## src/rtl/data_ram_arbiter.sv

```systemverilog
// Round-robin arbiter sharing one single-port data RAM among OPTN_NUM_REQ requesters.
// One request in flight at a time; retries RAM misses up to OPTN_MAX_RETRY cycles.
module data_ram_arbiter #(
    parameter int OPTN_DATA_WIDTH = 32,
    parameter int OPTN_ADDR_WIDTH = 32,
    parameter int OPTN_NUM_REQ    = 2,
    parameter int OPTN_MAX_RETRY  = 8
) (
    input  logic                                          clk,
    input  logic                                          rst,
    input  logic [OPTN_NUM_REQ-1:0]                       i_req_valid,
    input  logic [OPTN_NUM_REQ-1:0]                       i_req_we,
    input  logic [OPTN_NUM_REQ*OPTN_ADDR_WIDTH-1:0]       i_req_addr,
    input  logic [OPTN_NUM_REQ*OPTN_DATA_WIDTH-1:0]       i_req_data,
    input  logic [OPTN_NUM_REQ*(OPTN_DATA_WIDTH/8)-1:0]   i_req_byte_select,
    output logic [OPTN_NUM_REQ-1:0]                       o_req_ready,
    output logic [OPTN_NUM_REQ-1:0]                       o_resp_valid,
    output logic                                          o_resp_err,
    output logic [OPTN_DATA_WIDTH-1:0]                    o_resp_data,
    output logic                                          o_dc_we,
    output logic [OPTN_ADDR_WIDTH-1:0]                    o_dc_addr,
    output logic [OPTN_DATA_WIDTH-1:0]                    o_dc_data,
    output logic [OPTN_DATA_WIDTH/8-1:0]                  o_dc_byte_select,
    input  logic                                          i_dc_hit,
    input  logic [OPTN_DATA_WIDTH-1:0]                    i_dc_data
);

    localparam int DATA_SIZE = OPTN_DATA_WIDTH / 8;
    localparam int IDX_W     = (OPTN_NUM_REQ > 1) ? $clog2(OPTN_NUM_REQ) : 1;
    localparam int RC_W      = (OPTN_MAX_RETRY > 1) ? $clog2(OPTN_MAX_RETRY) : 1;
    localparam logic [RC_W-1:0]  RC_LAST  = RC_W'(OPTN_MAX_RETRY - 1);
    localparam logic [IDX_W-1:0] IDX_LAST = IDX_W'(OPTN_NUM_REQ - 1);

    typedef enum logic {S_IDLE, S_ACCESS} state_t;

    state_t                     r_state, w_state_nxt;
    logic [IDX_W-1:0]           r_rr_ptr;
    logic [RC_W-1:0]            r_retry_cnt;
    logic                       r_req_we;
    logic [OPTN_ADDR_WIDTH-1:0] r_req_addr;
    logic [OPTN_DATA_WIDTH-1:0] r_req_data;
    logic [DATA_SIZE-1:0]       r_req_bs;
    logic [IDX_W-1:0]           r_req_idx;
    logic [OPTN_NUM_REQ-1:0]    r_resp_valid;
    logic                       r_resp_err;
    logic [OPTN_DATA_WIDTH-1:0] r_resp_data;

    logic                       w_found;
    logic [IDX_W-1:0]           w_grant_idx;
    logic [IDX_W-1:0]           w_cand;
    logic [OPTN_NUM_REQ-1:0]    w_grant_oh;
    logic [OPTN_NUM_REQ-1:0]    w_resp_oh;
    logic                       w_hs;
    logic                       w_done_hit;
    logic                       w_done_err;

    // First valid requester at or above rr_ptr, wrapping modulo N.
    always_comb begin
        w_found     = 1'b0;
        w_grant_idx = '0;
        w_cand      = '0;
        for (int i = 0; i < OPTN_NUM_REQ; i++) begin
            w_cand = IDX_W'((int'(r_rr_ptr) + i) % OPTN_NUM_REQ);
            if (!w_found && i_req_valid[w_cand]) begin
                w_found     = 1'b1;
                w_grant_idx = w_cand;
            end
        end
    end

    always_comb begin
        w_grant_oh              = '0;
        w_grant_oh[w_grant_idx] = 1'b1;
        w_resp_oh               = '0;
        w_resp_oh[r_req_idx]    = 1'b1;
    end

    always_ff @(posedge clk) begin
        if (rst) r_state <= S_IDLE;
        else     r_state <= w_state_nxt;
    end

    always_comb begin
        w_state_nxt = r_state;
        w_hs        = 1'b0;
        w_done_hit  = 1'b0;
        w_done_err  = 1'b0;
        case (r_state)
            S_IDLE: begin
                if (w_found && !rst) begin
                    w_hs        = 1'b1;
                    w_state_nxt = S_ACCESS;
                end
            end
            S_ACCESS: begin
                if (i_dc_hit) begin
                    w_done_hit  = 1'b1;
                    w_state_nxt = S_IDLE;
                end else if (r_retry_cnt == RC_LAST) begin
                    w_done_err  = 1'b1;
                    w_state_nxt = S_IDLE;
                end
            end
            default: w_state_nxt = S_IDLE;
        endcase
    end

    always_ff @(posedge clk) begin
        if (rst) begin
            r_rr_ptr     <= '0;
            r_retry_cnt  <= '0;
            r_req_we     <= 1'b0;
            r_req_addr   <= '0;
            r_req_data   <= '0;
            r_req_bs     <= '0;
            r_req_idx    <= '0;
            r_resp_valid <= '0;
            r_resp_err   <= 1'b0;
            r_resp_data  <= '0;
        end else begin
            r_resp_valid <= '0;
            r_resp_err   <= 1'b0;
            if (w_hs) begin
                r_req_we    <= i_req_we[w_grant_idx];
                r_req_addr  <= i_req_addr[w_grant_idx*OPTN_ADDR_WIDTH +: OPTN_ADDR_WIDTH];
                r_req_data  <= i_req_data[w_grant_idx*OPTN_DATA_WIDTH +: OPTN_DATA_WIDTH];
                r_req_bs    <= i_req_byte_select[w_grant_idx*DATA_SIZE +: DATA_SIZE];
                r_req_idx   <= w_grant_idx;
                r_rr_ptr    <= (w_grant_idx == IDX_LAST) ? '0 : w_grant_idx + 1'b1;
                r_retry_cnt <= '0;
            end
            if (w_done_hit) begin
                r_resp_valid <= w_resp_oh;
                r_resp_data  <= i_dc_data;
            end else if (w_done_err) begin
                r_resp_valid <= w_resp_oh;
                r_resp_err   <= 1'b1;
            end else if (r_state == S_ACCESS) begin
                r_retry_cnt  <= r_retry_cnt + 1'b1;
            end
        end
    end

    assign o_req_ready      = (r_state == S_IDLE && w_found && !rst) ? w_grant_oh : '0;
    assign o_resp_valid     = r_resp_valid;
    assign o_resp_err       = r_resp_err;
    assign o_resp_data      = r_resp_data;
    assign o_dc_we          = (r_state == S_ACCESS) && r_req_we;
    assign o_dc_addr        = r_req_addr;
    assign o_dc_data        = r_req_data;
    assign o_dc_byte_select = r_req_bs;

endmodule

```

## config.mk

```make
export PLATFORM = sky130hd
export DESIGN_NAME = data_ram_arbiter
export DESIGN_NICKNAME = d
export VERILOG_FILES = /design/src/rtl/data_ram_arbiter.sv
export SDC_FILE = /design/constraint.sdc
export NUM_CORES = 1
export LEC_CHECK = 0
export ABC_AREA = 1
export CAP_MARGIN = 30
export CORE_UTILIZATION = 35
export DETAILED_ROUTE_END_ITERATION = 7
export PLACE_DENSITY = 0.81
export SYNTH_ARGS = -nofsm -noshare
export SYNTH_HDL_FRONTEND = slang
export SYNTH_SLANG_ARGS = --single-unit
```

## constraint.sdc

```tcl
create_clock -name clk -period 1.5 [get_ports clk]
set_input_delay 0.375 -clock clk [delete_from_list [all_inputs] [get_ports clk]]
set_output_delay 0.375 -clock clk [all_outputs]
set_load 0.02 [all_outputs]
```

==> reports/qor.csv <==
metric;value;unit
outcome;finished with violations;
failing checks;negative setup slack;
Max FO, Critical Path;3;
critical hold path startpoint;i_req_valid[1];
r2r endpoint;o_dc_addr[17];
Fmax achieved;0.638;GHz
top cell type's share of synthesized area;43.6;%
Final HPWL DP;12200;um
worst r2r src;r_state;
Rel. slew slack;63.9;%
synth top area cells;dfxtp_1 (44%), nand3_1 (14%), nand2_1 (11%), nand4_1 (8.6%), inv_1 (5.8%);
Synth Area in XOR/XNOR;0;%
RSZ-0062 raised after global routing;true;
H-tree Lvls;3;
Pleak;4.94;nW
main flop type after synthesis;dfxtp_1;
reg2reg path depth;11;
Max-Cap Viols;0;
Overall Power;8.35;mW
largest net degree at the start of global routing;48;
Hold Path Stages;3;
Critical Path RT;1120;ps
final setup fails;7;
Layout Skew;9.07;ps
EDFF count, synth;0;
top post-synthesis cells by count;nand2_1 (149), nand3_1 (141), dfxtp_1 (110);
crit path kind;input port to output port;
Area Overhead vs Synth;86.6;%
placed cells;1152;
gr usage total;24.2;%
Rows;43;
antenna-violating nets left;0;
die height;122;um
vias per cell;5.25;
worst hold path type;input port to flip-flop;
insertion delay to the later sink of the worst-skew pair;350;ps
worst hold endpoint;r_req_idx;
critical path, cell by cell;dlygate4sd2_1 -> buf_6 -> inv_4 -> nand2_2 -> nor2_4 -> nand2_2 -> inv_2 -> buf_6;
Seq/Total Area, Yosys;43.6;%
IO Port Bufs;280;
Synth cell types;20;
CTS tree;yes;
vias;6248;
CP peak stage delay;250;ps
power density over the cells;886;mW/mm2
ANT cells;0;
Core Area;0.0140;mm2
vias in the first global route;5559;
largest area contributor in the netlist;dfxtp_1;
Post-Syn Nets;901;
setup slack after layout;-67.2;ps
peak supply drop;0.000596;V
NumNets Final;1181;
flop-to-flop setup slack;-30;ps
Finished Cell Area;0.00942;mm2
final count of hold timing violations;0;
per-cell routed wire length;17.6;um
post-synthesis instance total;724;
die area;0.0149;mm2
Arr. time, crit path;1190;ps
gr ovfl total;0;
DIE WIDTH;122;um
Worst setup SP type;input port;
Worst path slowest cell;dlygate4sd2_1;
CP Capture Type;output port;
post-synthesis mux area share;0;%
Pre-Repair DR Iteration Count;5;
share of cells above drive strength 1;21.6;%
Synth Register Bits;110;
family with the most delay on the worst path;buffers and inverters;
count leader, synth;nand2_1;
first-pass GRT wire length;27900;um
asr flop ratio synth;0;%
post-route setup TNS;-176;ps
clock-pin slew on the worst setup and hold paths;70;ps
yosys warns;0;
clock root cell;clkbuf_16;
Tightest Pin Transition;541;ps
Post-Place Setup Slack;-785;ps
Post-route DRC;0;
post-synthesis cell area;0.00505;mm2
initial antenna violation count;1;
clk buf depth;2;
Post-Synth Adder-Cell Area;0.496;%
Area after DPL;0.00806;mm2
syn avg cell area;6.97;um2
RePlAce Congestion;0.794;
Initial Util;36.1;%
CTS Buf Count;9;
Synth Area in Compound Gates;4.09;%
final cell count without fillers;1189;
simple-gate share of the synthesized area;39.6;%
fin. max-slew vios;0;
clk sinks;110;
Final period util;104;%
Buf+Inv Stages, Crit Path;5;
hold buffers post-CTS;0;
initial drt markers;382;
WL final;20900;um
I/O Pins;281;
combinational family with the most area after synthesis;simple AND/OR/NAND/NOR gates;
Final Critical Period;1570;ps
-- report_power, final --
group	internal, mW	switching, mW	total (mW)
Combinational	1.14	1.18	2.32
Sequential	3.11	0.140	3.25
Clock	1.64	1.14	2.78
Total	5.89	2.46	8.35
-- how the worst max path moves through the flow --
stage / from / endpoint / slack, ps / depth (start not counted)
finish: rst / o_req_ready[0] / -70 / 8
detailed placement: rst / o_req_ready[0] / -780 / 8
global placement: rst / o_req_ready[0] / -760 / 8
global route: rst / o_req_ready[0] / -110 / 8
CTS: rst / o_req_ready[0] / -80 / 8
floorplan: i_req_valid[1] / o_req_ready[1] / 20 / 4
-- cell families (layout without fill, tap and decap cells) --
family,after synthesis,after routing
buf+inv,141,426
fa+ha+maj,2,2
compound gates,40,40
simple gates,431,431
flops,110,110
-- state kept, by name (all words and copies together) (netlist names) --
register          flops
o_dc_addr            32
o_dc_byte_select      4
o_dc_data            32
o_resp_data          32
o_resp_err            1
o_resp_valid          2
r_req_idx             1
r_req_we              1
r_retry_cnt           3
r_rr_ptr              1
r_state               1
-- stage by stage --
stage	hold slack, ps	utilization [%]
after floorplan	392	-
after global placement	406	57.6
after detailed placement	424	57.6
after CTS	379	59.8
after global routing	394	67.3
final	392	67.3
-- worst register-to-register path: stages (launching register included) --
cell and delay (ps):
dfxtp_2 340, buf_6 130, nor2_8 80, buf_6 110, buf_12 100, o21ai_4 80
buf_12 170, clkbuf_16 180, nand2_4 60, nand3_2 60, nand2_1 70, inv_1 50
-- routing by layer --
layer  share of wire [%]  GRT usage, %
met1                  39          27.5
met2                  49          42.2
met3                 9.4          7.26
met4                 2.5          9.07
met5               0.062             0
-- cells in the final DEF (no fill, tap or decap), types with 3 or more instances in the layout --
| master | count |
|---|---|
| dlygate4sd2_1 | 86 |
| dfxtp_1 | 109 |
| nand4_1 | 69 |
| buf_12 | 10 |
| clkdlybuf4s15_1 | 17 |
| nand2_1 | 74 |
| nand2_2 | 38 |
| buf_4 | 16 |
| buf_8 | 3 |
| nand3_2 | 59 |
| inv_1 | 73 |
| buf_6 | 15 |
| nand2_4 | 37 |
| bufinv_16 | 3 |
| a21oi_1 | 5 |
| nand3_1 | 82 |
| clkbuf_16 | 17 |
| nor2_1 | 67 |
| clkdlybuf4s50_1 | 171 |
| inv_2 | 5 |
| o21ai_0 | 33 |
-- cell type report --
cell class,count,area (um2)
inverters,79,299
flip-flops and latches,110,2200
fillers,1148,4570
repair buffers,331,3440
multi-input cells,473,2910
well taps,180,225
clock buffers,9,225
clock inverters,7,120
-- repair_timing --
action                                  CTS  global route
pin swaps                                 2            42
endpoints found under the hold margin     0             0
buffers inserted                          1             8
endpoints found under the setup margin  196            82
cloned                                    1            12
resized for setup                       140           203
No activity file was read; power rests on OpenSTA's default activity.
